[src/rtl/fp_seq_multiplier.sv]
// Multi-cycle IEEE-754 single-precision multiplier with a shift-add
// significand datapath and valid/ready handshakes on input and output.
//
// state  | meaning
// -------+--------------------------------------------------------------
// IDLE   | waiting for operands, in_ready high
// MUL    | one shift-add step per cycle over all MANT_W multiplier bits
// NORM   | normalise, classify, register result and flags
// DONE   | result presented with out_valid until out_ready
module fp_seq_multiplier #(
  parameter int MANT_W   = 24,
  parameter int EXP_BIAS = 127
) (
  input  logic        CLK,
  input  logic        RESET,
  input  logic        in_valid,
  output logic        in_ready,
  input  logic [31:0] a_operand,
  input  logic [31:0] b_operand,
  output logic        out_valid,
  input  logic        out_ready,
  output logic [31:0] result,
  output logic        Exception,
  output logic        Overflow,
  output logic        Underflow
);

  localparam int PROD_W = 2 * MANT_W;
  localparam int CNT_W  = $clog2(MANT_W + 1);
  localparam logic [CNT_W-1:0] LAST_CNT = CNT_W'(MANT_W - 1);

  typedef enum logic [1:0] {S_IDLE, S_MUL, S_NORM, S_DONE} state_t;

  state_t              r_state, w_state_next;
  logic                r_sign;
  logic                r_exc;
  logic                r_zero;
  logic [9:0]          r_exp;
  logic [MANT_W-1:0]   r_mant_a;
  logic [MANT_W-1:0]   r_mant_b;
  logic [PROD_W-1:0]   r_product;
  logic [CNT_W-1:0]    r_count;
  logic [31:0]         r_result;
  logic                r_exc_flag;
  logic                r_ovf_flag;
  logic                r_unf_flag;

  logic [9:0]          w_exp_sum;
  logic [PROD_W-1:0]   w_addend;
  logic [MANT_W-2:0]   w_mant;
  logic [9:0]          w_exp_norm;
  logic [31:0]         w_result_next;
  logic                w_exc_next;
  logic                w_ovf_next;
  logic                w_unf_next;

  // Exponent sum is kept as 10-bit two's complement so it can go below 1
  // or above 254 without wrapping into a legal-looking value.
  assign w_exp_sum = {2'b00, a_operand[30:23]} + {2'b00, b_operand[30:23]}
                     - 10'(EXP_BIAS);
  assign w_addend  = {{MANT_W{1'b0}}, r_mant_a} << r_count;

  assign in_ready  = (r_state == S_IDLE);
  assign out_valid = (r_state == S_DONE);
  assign result    = r_result;
  assign Exception = r_exc_flag;
  assign Overflow  = r_ovf_flag;
  assign Underflow = r_unf_flag;

  // State register.
  always_ff @(posedge CLK) begin
    if (RESET) r_state <= S_IDLE;
    else       r_state <= w_state_next;
  end

  // Next-state decode.
  always_comb begin
    w_state_next = r_state;
    case (r_state)
      S_IDLE: if (in_valid) w_state_next = S_MUL;
      S_MUL:  if (r_count == LAST_CNT) w_state_next = S_NORM;
      S_NORM: w_state_next = S_DONE;
      S_DONE: if (out_ready) w_state_next = S_IDLE;
      default: w_state_next = S_IDLE;
    endcase
  end

  // Normalisation (truncating) and result classification in priority order.
  always_comb begin
    w_mant        = r_product[PROD_W-3 -: MANT_W-1];
    w_exp_norm    = r_exp;
    w_result_next = 32'h0;
    w_exc_next    = 1'b0;
    w_ovf_next    = 1'b0;
    w_unf_next    = 1'b0;
    if (r_product[PROD_W-1]) begin
      w_mant     = r_product[PROD_W-2 -: MANT_W-1];
      w_exp_norm = r_exp + 10'd1;
    end
    if (r_exc) begin
      w_result_next = 32'h7FC00000;
      w_exc_next    = 1'b1;
    end else if (r_zero) begin
      w_result_next = {r_sign, 31'b0};
    end else if ($signed(w_exp_norm) > 10'sd254) begin
      w_result_next = {r_sign, 8'hFF, 23'b0};
      w_ovf_next    = 1'b1;
    end else if ($signed(w_exp_norm) < 10'sd1) begin
      w_result_next = {r_sign, 31'b0};
      w_unf_next    = 1'b1;
    end else begin
      w_result_next = {r_sign, w_exp_norm[7:0], w_mant};
    end
  end

  // Operand capture, shift-add iterations and result/flag registers.
  always_ff @(posedge CLK) begin
    if (RESET) begin
      r_sign     <= 1'b0;
      r_exc      <= 1'b0;
      r_zero     <= 1'b0;
      r_exp      <= '0;
      r_mant_a   <= '0;
      r_mant_b   <= '0;
      r_product  <= '0;
      r_count    <= '0;
      r_result   <= '0;
      r_exc_flag <= 1'b0;
      r_ovf_flag <= 1'b0;
      r_unf_flag <= 1'b0;
    end else begin
      case (r_state)
        S_IDLE: begin
          if (in_valid) begin
            r_sign    <= a_operand[31] ^ b_operand[31];
            r_mant_a  <= {1'b1, a_operand[22:0]};
            r_mant_b  <= {1'b1, b_operand[22:0]};
            r_exp     <= w_exp_sum;
            r_exc     <= (&a_operand[30:23]) | (&b_operand[30:23]);
            r_zero    <= (a_operand[30:23] == 8'h00) | (b_operand[30:23] == 8'h00);
            r_product <= '0;
            r_count   <= '0;
          end
        end
        S_MUL: begin
          if (r_mant_b[r_count]) r_product <= r_product + w_addend;
          r_count <= r_count + 1'b1;
        end
        S_NORM: begin
          r_result   <= w_result_next;
          r_exc_flag <= w_exc_next;
          r_ovf_flag <= w_ovf_next;
          r_unf_flag <= w_unf_next;
        end
        S_DONE: begin
          if (out_ready) begin
            r_exc_flag <= 1'b0;
            r_ovf_flag <= 1'b0;
            r_unf_flag <= 1'b0;
          end
        end
        default: ;
      endcase
    end
  end

endmodule

[config.mk]
export PLATFORM = sky130hd
export DESIGN_NAME = fp_seq_multiplier
export DESIGN_NICKNAME = d
export VERILOG_FILES = /design/src/rtl/fp_seq_multiplier.sv
export SDC_FILE = /design/constraint.sdc
export NUM_CORES = 1
export LEC_CHECK = 0
export CAP_MARGIN = 20
export CORE_MARGIN = 2
export CORE_UTILIZATION = 54
export DETAILED_ROUTE_END_ITERATION = 6
export GPL_ROUTABILITY_DRIVEN = 0
export HOLD_SLACK_MARGIN = 0.08
export MAX_ROUTING_LAYER = met4
export PLACE_DENSITY = 0.87
export SYNTH_ARGS = -nofsm -noshare
export SYNTH_HDL_FRONTEND = slang
export SYNTH_SLANG_ARGS = --single-unit
[constraint.sdc]
create_clock -name CLK -period 9.9 [get_ports CLK]
set_clock_uncertainty 0.15 [all_clocks]
set_input_delay 1.485 -clock CLK [delete_from_list [all_inputs] [get_ports CLK]]
set_output_delay 1.485 -clock CLK [all_outputs]
set_load 0.02 [all_outputs]
Yosys cells after proc, flatten, opt, wreduce, memory -nomap -nowiden
Cells that the tools add are included.

word-level totals
  word-level logic and storage cells = 74
  register bits = 151
  bits of input ports = 68

operators by class
  bitwise operators = 3
  multiplexer cells = 29
  eq/ne operators = 8
  shifts and indexed selects = 1
  magnitude comparators = 3
  add/subtract/negate cells = 5
  reductions and logical operators = 12

operator list
  operator                                              number
  2-to-1 mux 48 bit                                     2
  case mux 48 bit (2 select lines)                      1
  2-to-1 mux 31 bit                                     3
  adder 48 bit                                          1
  left shift 24 x 5 -> 48 bit                           1
  2-to-1 mux 32 bit                                     1
  2-to-1 mux 23 bit                                     1
  zero test 8 bit                                       2
  AND reduction 8 bit                                   2
  adder 10 x 1 -> 10 bit (second input constant)        1
  > comparator 10 x 9 -> 1 bit (second input constant)  1
  < comparator 10 x 2 -> 1 bit (second input constant)  1
  2-to-1 mux 1 bit                                      10
  2-to-1 mux 10 bit                                     1
  case mux 5 bit (2 select lines)                       1
  subtractor 9 x 7 -> 10 bit (second input constant)    1
  adder 8 x 8 -> 9 bit                                  1
  case mux 2 bit (4 select lines)                       1
  < comparator 5 x 6 -> 1 bit (second input constant)   1
  2-to-1 mux 2 bit                                      3
  != test 2 bit (second input constant)                 3
  case mux 1 bit (2 select lines)                       3
  AND reduction 2 bit                                   3
  AND reduction 3 bit                                   2
  other kinds (11)                                      14

Longest topological paths before layout
Gate-level depths: netlist of run 1.

  depth in word-level cells = 8
  depth in mapped cells = 22
  gate-level depth less buffers = 19

Worst setup path before layout of run 1
OpenSTA, ideal clock, no wires.

  path kind = register -> register
  start = reg r_count[1]
  end = reg r_product[45]
  arrival time = 3.951 ns
  stages on the path, launching flop included = 19
  setup slack = 5.682 ns
  required time = 9.633 ns
  buffers on the path = 4
  path through = dfxtp_1 buf_4 buf_2 clkbuf_1 mux4_2 mux2i_1 mux2_2 nor2_1 ha_1 buf_2 and4_1 nand3_1 o21ai_1 a31oi_1 o41a_1 o21a_1 nor3_1 o21ai_1 a32o_1

on the way
  word-level cells in the longest chain between the ends = 4
  elaborated cells on any way between the ends = 8
  classes of those cells = add/sub (1); eq/ne (1); shift (1); mux (4); reduce/logical (1)

ends and longest elaborated chain
  what                                                                                          RTL line  text
  start: declaration                                                                            42        logic [CNT_W-1:0] r_count;
  start signal: assignment                                                                      147       r_count <= r_count + 1'b1;
  left shift 24 x 5 -> 48 bit / binary-select mux 1 bit (select 5 bit) (equally long branches)  61, 146
  adder 48 bit / 2-to-1 mux 1 bit (equally long branches)                                       146       if (r_mant_b[r_count]) r_product <= r_product + w_addend;
  2-to-1 mux 48 bit / != test 2 bit (equally long branches)                                     n/a
  case mux 48 bit (2 select lines) / AND reduction 3 bit (equally long branches)                n/a
  end signal: assignment                                                                        146
  end: declaration                                                                              41        logic [PROD_W-1:0] r_product;

Several ways; a longest one is shown, not always the timed one. The select of a mux whose other input is x is not followed.
A chain may end at the register's enable or synchronous reset.

Worst setup path after layout of run 1
  start = reg r_count[0]
  end = reg r_product[34]

Same word-level chain as after synthesis.

==> flow_metrics.py, run 1 <==
metrics = {
    "final_layout": {
        "drive_gt1_share_pct": 5.668,
        "synthToLayoutAreaGrowth_pct": 16.02,
        "fin_nets": 1554,
        "final_cell_area_um2": 12220,
        "diodes": 0,
    },
    "setup_path": {
        "reg2reg_depth": 14,
        "worst_setup_path_start_kind": "register",
        "reg2reg_slack_ns": 4.77,
        "crit_type": "register to register",
        "critPathMaxFanout": 42,
        "r2r_start": "r_count[0]",
        "r2r_end": "r_product[34]",
        "worstPathRequired_ns": 10.02,
        "end_kind": "register",
        "crit_arrival_ns": 5.25,
    },
    "global_route": {
        "grt.overflow.total": 0,
        "grt_pass1_vias": 9723,
        "antenna_found_initial": 0,
        "grt_usage_pct": 28.28,
        "grt_max_degree": 66,
        "grt_pass1_wl_mm": 46.13,
    },
    "die": {
        "die_h_um": 143.6,
        "dieArea_um2": 20630,
        "coreArea_um2": 19270,
        "ios": 105,
        "num_rows": 51,
        "initial_utilization_pct": 54.64,
        "die_w_um": 143.6,
    },
    "clock_network": {
        "cts_max_level": 4,
        "cts_resized": 0,
        "path_clk_slew_ns": 0.07,
        "clock_latency_ns": 0.44,
        "cts_tree": "yes",
        "cts.sinks": 150,
        "cts_hold_buf": 0,
        "post-cts-setup-buffers": 0,
        "cts_buffer_depth": 2,
        "cts_root_buffer": "clkbuf_16",
        "cts_buffers": 17,
    },
    "placed_design": {
        "hpwl_mm": 20.46,
        "io_buffers": 104,
        "dpl_cell_area_um2": 11580,
    },
    "synth": {
        "synth-seq-cells": 150,
        "syn_area_um2": 10530,
        "synth_edf_count": 0,
        "netlist_instances": 1372,
        "yosys_warnings": 0,
        "yosysMostFrequentCell": "nand2_1",
        "ys.flop_type": "dfxtp_1",
        "yosys.area.top_type": "dfxtp_1",
        "yosysSeqAreaShare_pct": 28.52,
        "netlist_top_cells_area": "dfxtp_1 29%, nand2_1 8.4%, ha_1 8.1%",
        "synthArstFlopShare_pct": 0,
        "syn_nets": 1510,
        "yosysTopAreaCellShare_pct": 28.52,
        "avgSynthCellArea_um2": 7.674,
        "synthDistinctLibCells": 70,
        "netlist_top_cells_count": "236 x nand2_1, 150 x dfxtp_1, 146 x a21oi_1, 126 x nor2_1",
    },
    "power": {
        "p_sw_w": 0.0008699,
        "peakVddDrop_mv": 0.1449,
        "swShare_pct": 38.43,
        "p_seq_share_pct": 33.8,
        "power_frac_clock_pct": 30.2,
        "leakagePower_nw": 4.562,
        "power_frac_comb_pct": 36.0,
        "p_int_w": 0.001394,
        "power_density_nw_per_um2": 185.3,
    },
    "min_path": {
        "whs_endpoint": "result[1]",
        "hold_depth": 2,
        "hold_class": "register to register",
        "min_from": "result[1]",
    },
    "drt": {
        "avgRoutedWirePerCell_um": 16.90,
        "num_vias": 10331,
        "drtIter0Drc": 931,
        "viasPerCell": 6.099,
        "firstDrtPassIters": 6,
        "routed_wl_mm": 28.63,
        "drcViolationCount": 0,
        "postRouteAntennaNets": 0,
    },
    "sta": {
        "relSlewSlack_pct": 29.37,
        "rsz0062_at_grt": "false",
        "hold_viol": 0,
        "setup_tns_ns": 0,
        "maxClockFrequency_mhz": 194.9,
        "min_period_ns": 5.130,
        "setup_violations": 0,
        "worst_pin_slew_ns": 1.058,
        "period_share_pct": 51.82,
        "drv_slew": 0,
    },
    "flow_run": {
        "drv_cap": 0,
    },
    "run_status": {
        "status": "finished, final reports clean",
    },
}
worst max path at each step:
| stage | startpoint | to | depth (start not counted) |
|---|---|---|---|
| final | r_count[0] | r_product[34] | 14 |
| after global routing | r_count[0] | r_product[34] | 14 |
| after CTS | r_count[0] | r_product[34] | 14 |
| after detailed placement | r_count[0] | r_product[45] | 15 |
| after global placement | r_count[0] | r_product[36] | 14 |
| after floorplan | r_count[1] | r_product[45] | 18 |
layout make-up:
| type | count | area (um2) |
|---|---|---|
| Inverter | 24 | 90.09 |
| Clock buffer | 20 | 436.7 |
| Timing Repair Buffer | 115 | 1141 |
| Fill cell | 1626 | 7056 |
| Tap cell | 265 | 331.6 |
| Clock inverter | 12 | 166.4 |
| Multi-Input combinational cell | 1108 | 7044 |
| Sequential cell | 150 | 3005 |
worst max-delay path, stage by stage, from the launching register on:
cell	delay [ns]
dfxtp_2	0.98
clkinv_1	0.48
nand3_1	0.25
nor2_1	0.06
ha_1	0.24
fa_1	0.42
a21oi_1	0.17
and4b_1	0.24
nor3_1	0.41
o221ai_1	0.40
a41o_1	0.35
a21oi_1	0.33
o21ai_0	0.18
xnor2_1	0.18
o21ai_0	0.12
metal layers:
layer	GRT usage, %	part of all wire, %
met1	35.21	42
met5	-	0
met3	5.232	8.2
met4	10.32	3.0
met2	45.94	47
through the flow:
stage,utilization (%),hold slack [ns],std cells,power [W],setup WS (ns)
after global placement,60.12,0.2852,1661,0.001529,5.113
after CTS,63.25,0.3015,1693,0.002240,4.894
after detailed placement,60.12,0.2922,1661,0.001555,4.996
after floorplan,-,0.2815,1372,0.001344,5.682
final,63.39,0.2953,1694,0.002264,4.770
after global routing,63.39,0.3168,1694,0.002374,4.467
kinds of logic (layout without fill, tap and decap cells):
kind of cell    Yosys count  after routing  share of synthesized area [%]
mux                      96             96                          10.53
simple gates            496            496                          20.83
compound gates          390            390                          22.39
xor+xnor                 56             56                          4.658
flops                   150            150                          28.52
buf+inv                 114            171                          4.611
fa+ha+maj                70             70                          8.461
registers in the layout, indices dropped and copies added, names as in the netlist:
| signal | count |
|---|---|
| r_zero | 1 |
| r_mant_a | 24 |
| r_sign | 1 |
| r_count | 5 |
| result | 32 |
| Underflow | 1 |
| r_state | 2 |
| Overflow | 1 |
| r_exp | 10 |
| Exception | 1 |
| r_exc | 1 |
| r_mant_b | 23 |
| r_product | 48 |
layout by cell type (no fill, tap or decap), types with 5 or more instances in the layout:
cell type / n
nand2_1: 236
dfxtp_1: 148
a21oi_1: 146
nor2_1: 125
clkdlybuf4s50_1: 103
mux2i_1: 68
ha_1: 68
o21ai_0: 58
xnor2_1: 39
o21ai_1: 31
a22oi_1: 28
a21o_1: 26
inv_1: 22
o22ai_1: 21
nor3_1: 19
nand4_1: 19
o21bai_1: 19
nand3_1: 18
xor2_1: 17
clkbuf_16: 17
mux2_2: 16
nand2b_1: 14
nor2b_1: 12
a211oi_1: 12
and3_1: 12
buf_4: 11
mux4_2: 10
a31oi_1: 9
o21a_1: 7
and2_1: 6
nor4_1: 6
o211ai_1: 5
power by group through the flow:
| stage | Sequential [W] | Combinational, W | Clock (W) |
|---|---|---|---|
| final | 0.000764 | 0.000815 | 0.000685 |
| after global routing | 0.000775 | 0.000887 | 0.000712 |
| after CTS | 0.000762 | 0.000791 | 0.000687 |
| after detailed placement | 0.000774 | 0.000781 | 0 |
| after global placement | 0.000770 | 0.000760 | 0 |
| after floorplan | 0.000750 | 0.000594 | 0 |
Power figures use the tool's default switching activity.
==> inputs of run 2 (changes only) <==
Clock period 9.9 ns to 4.9 ns, I/O delays scaled along.
==> flow_metrics.py, run 2 (same netlist as run 1, synthesis figures left out) <==
metrics = {
    "clock_network": {
        "cts_max_level": 4,
        "path_clk_slew_ns": 0.07,
        "cts_buffer_depth": 2,
        "cts.sinks": 150,
        "cts_root_buffer": "clkbuf_16",
        "clock_latency_ns": 0.44,
        "cts_tree": "yes",
        "cts_buffers": 17,
    },
    "final_layout": {
        "top_register": "r_product",
        "final_cell_mix": "236 x nand2_1, 148 x dfxtp_1, 146 x a21oi_1",
        "regArea_um2": 3008,
        "diodes": 0,
        "drive_gt1_share_pct": 6.132,
        "largest_register_ffs": 48,
        "final_cells": 1700,
        "layout_commonest_cell": "nand2_1",
        "synthToLayoutAreaGrowth_pct": 16.51,
        "fin_nets": 1560,
        "multi_input_area_um2": 7042,
        "fillers": 1630,
    },
    "sta": {
        "hold_viol": 0,
        "rsz0062_at_grt": "false",
        "period_share_pct": 93.94,
        "drv_slew": 0,
        "min_period_ns": 4.603,
        "setup_violations": 0,
        "worst_pin_slew_ns": 0.9492,
        "maxClockFrequency_mhz": 217.2,
        "relSlewSlack_pct": 36.72,
        "setup_tns_ns": 0,
    },
    "setup_path": {
        "r2r_end": "r_product[40]",
        "worst_setup_path_start_kind": "register",
        "reg2reg_slack_ns": 0.30,
        "slowest_stage": "a311o_1",
        "r2r_start": "r_count[1]",
        "crit_type": "register to register",
        "reg2reg_depth": 17,
        "crit_chain": "buf_6 -> buf_4 -> mux2i_1 -> mux2_2 -> nor2_1 -> a21oi_1 -> mux2_2 -> nor2_1 -> ha_1 -> a21oi_1 -> o21ai_0 -> a221o_1 -> a211oi_2 -> o41ai_2 -> a311o_1 -> a21boi_0 -> o211ai_1",
        "slowest_delay_ns": 0.42,
        "crit_arrival_ns": 4.76,
        "critPathMaxFanout": 26,
        "cp_top_family": "compound AO/OA/AOI/OAI gates",
        "worst-path-buf-inv": 2,
        "end_kind": "register",
        "worstPathRequired_ns": 5.05,
    },
    "die": {
        "initial_utilization_pct": 54.64,
        "die_h_um": 143.6,
        "ios": 105,
        "die_w_um": 143.6,
        "coreArea_um2": 19270,
        "num_rows": 51,
        "dieArea_um2": 20630,
    },
    "power": {
        "leakagePower_nw": 4.590,
        "p_total_w": 0.004570,
        "peakVddDrop_mv": 0.2768,
        "power_density_nw_per_um2": 372.6,
    },
    "global_route": {
        "antenna_found_initial": 0,
        "grt_pass1_vias": 9614,
        "grt_max_degree": 69,
        "grt_pass1_wl_mm": 45.76,
        "grt_usage_pct": 28.32,
        "grt.overflow.total": 0,
    },
    "flow_run": {
        "drv_cap": 0,
    },
    "placed_design": {
        "post-place-cells": 1667,
        "hpwl_mm": 20.74,
        "io_buffers": 104,
    },
    "min_path": {
        "hold_depth": 2,
        "whs_endpoint": "result[4]",
        "hold_class": "register to register",
        "min_from": "result[4]",
    },
    "drt": {
        "firstDrtPassIters": 6,
        "drtIter0Drc": 880,
        "viasPerCell": 6.029,
        "postRouteAntennaNets": 0,
        "drcViolationCount": 0,
        "num_vias": 10249,
        "routed_wl_mm": 28.14,
        "avgRoutedWirePerCell_um": 16.55,
    },
    "run_status": {
        "status": "finished, final reports clean",
    },
}
[run 2: area by class of cell]
| cell class | count | share of cell area, % |
|---|---|---|
| inverter | 24 | 0.7344 |
| timing repair buffer | 121 | 9.639 |
| clock inverter | 13 | 1.387 |
| tap | 265 | 2.703 |
| multi-input combinational | 1108 | 57.40 |
| sequential | 150 | 24.52 |
| clock buffer | 19 | 3.611 |
[run 2: tightest hold or removal path, cell delays in order, from the launching register on]
cell and delay (ns):
dfxtp_1 0.31, nand2_1 0.05, o21ai_1 0.05
[run 2: routing by layer]
metal  up-vias  track usage [%]  routed length, um  part of all wire [%]
met2       463            45.61              13000                    46
li1       5006                -                  -                     -
met4         0            13.16               1155                   4.1
met5         -                -                  0                     0
met3        99            5.598               2075                   7.4
met1      4681            34.25              11910                    42
[run 2: stage by stage]
| stage | cell area, um2 | worst slack, ns | util [%] | hold WS, ns |
|---|---|---|---|---|
| detailed placement | 11630 | 0.4118 | 60.34 | 0.2912 |
| global route | 12270 | 0.02487 | 63.65 | 0.3216 |
| floorplan | 10530 | 0.6819 | - | 0.2815 |
| CTS | 12240 | 0.3565 | 63.52 | 0.3004 |
| global placement | 11630 | 0.5471 | 60.34 | 0.2844 |
| finish | 12270 | 0.2967 | 63.65 | 0.2952 |
[run 2: power breakdown]
| part | switching [W] | internal [W] | total [W] |
|---|---|---|---|
| clock | 0.000558 | 0.000820 | 0.00138 |
| combinational | 0.00102 | 0.000646 | 0.00167 |
| sequential | 0.000149 | 0.00137 | 0.00152 |
| total | 0.00173 | 0.00284 | 0.00457 |
[run 2: worst max-delay path by stage]
stage                    start       endpoint  slack, ns  cells past startpoint
finish              r_count[1]  r_product[40]       0.30                     17
global route        r_count[1]  r_product[46]       0.02                     18
CTS                 r_count[1]  r_product[40]       0.36                     17
detailed placement  r_count[1]  r_product[45]       0.41                     18
global placement    r_count[1]  r_product[47]       0.55                     18
floorplan           r_count[1]  r_product[45]       0.68                     18
[run 2: repair_timing]
| item | CTS | global route |
|---|---|---|
| gates resized for setup | 0 | 2 |
| endpoints found under the setup margin | 0 | 4 |
| endpoints found under the hold margin | 0 | 0 |
| setup buffers | 0 | 0 |
| hold buffers | 0 | 0 |
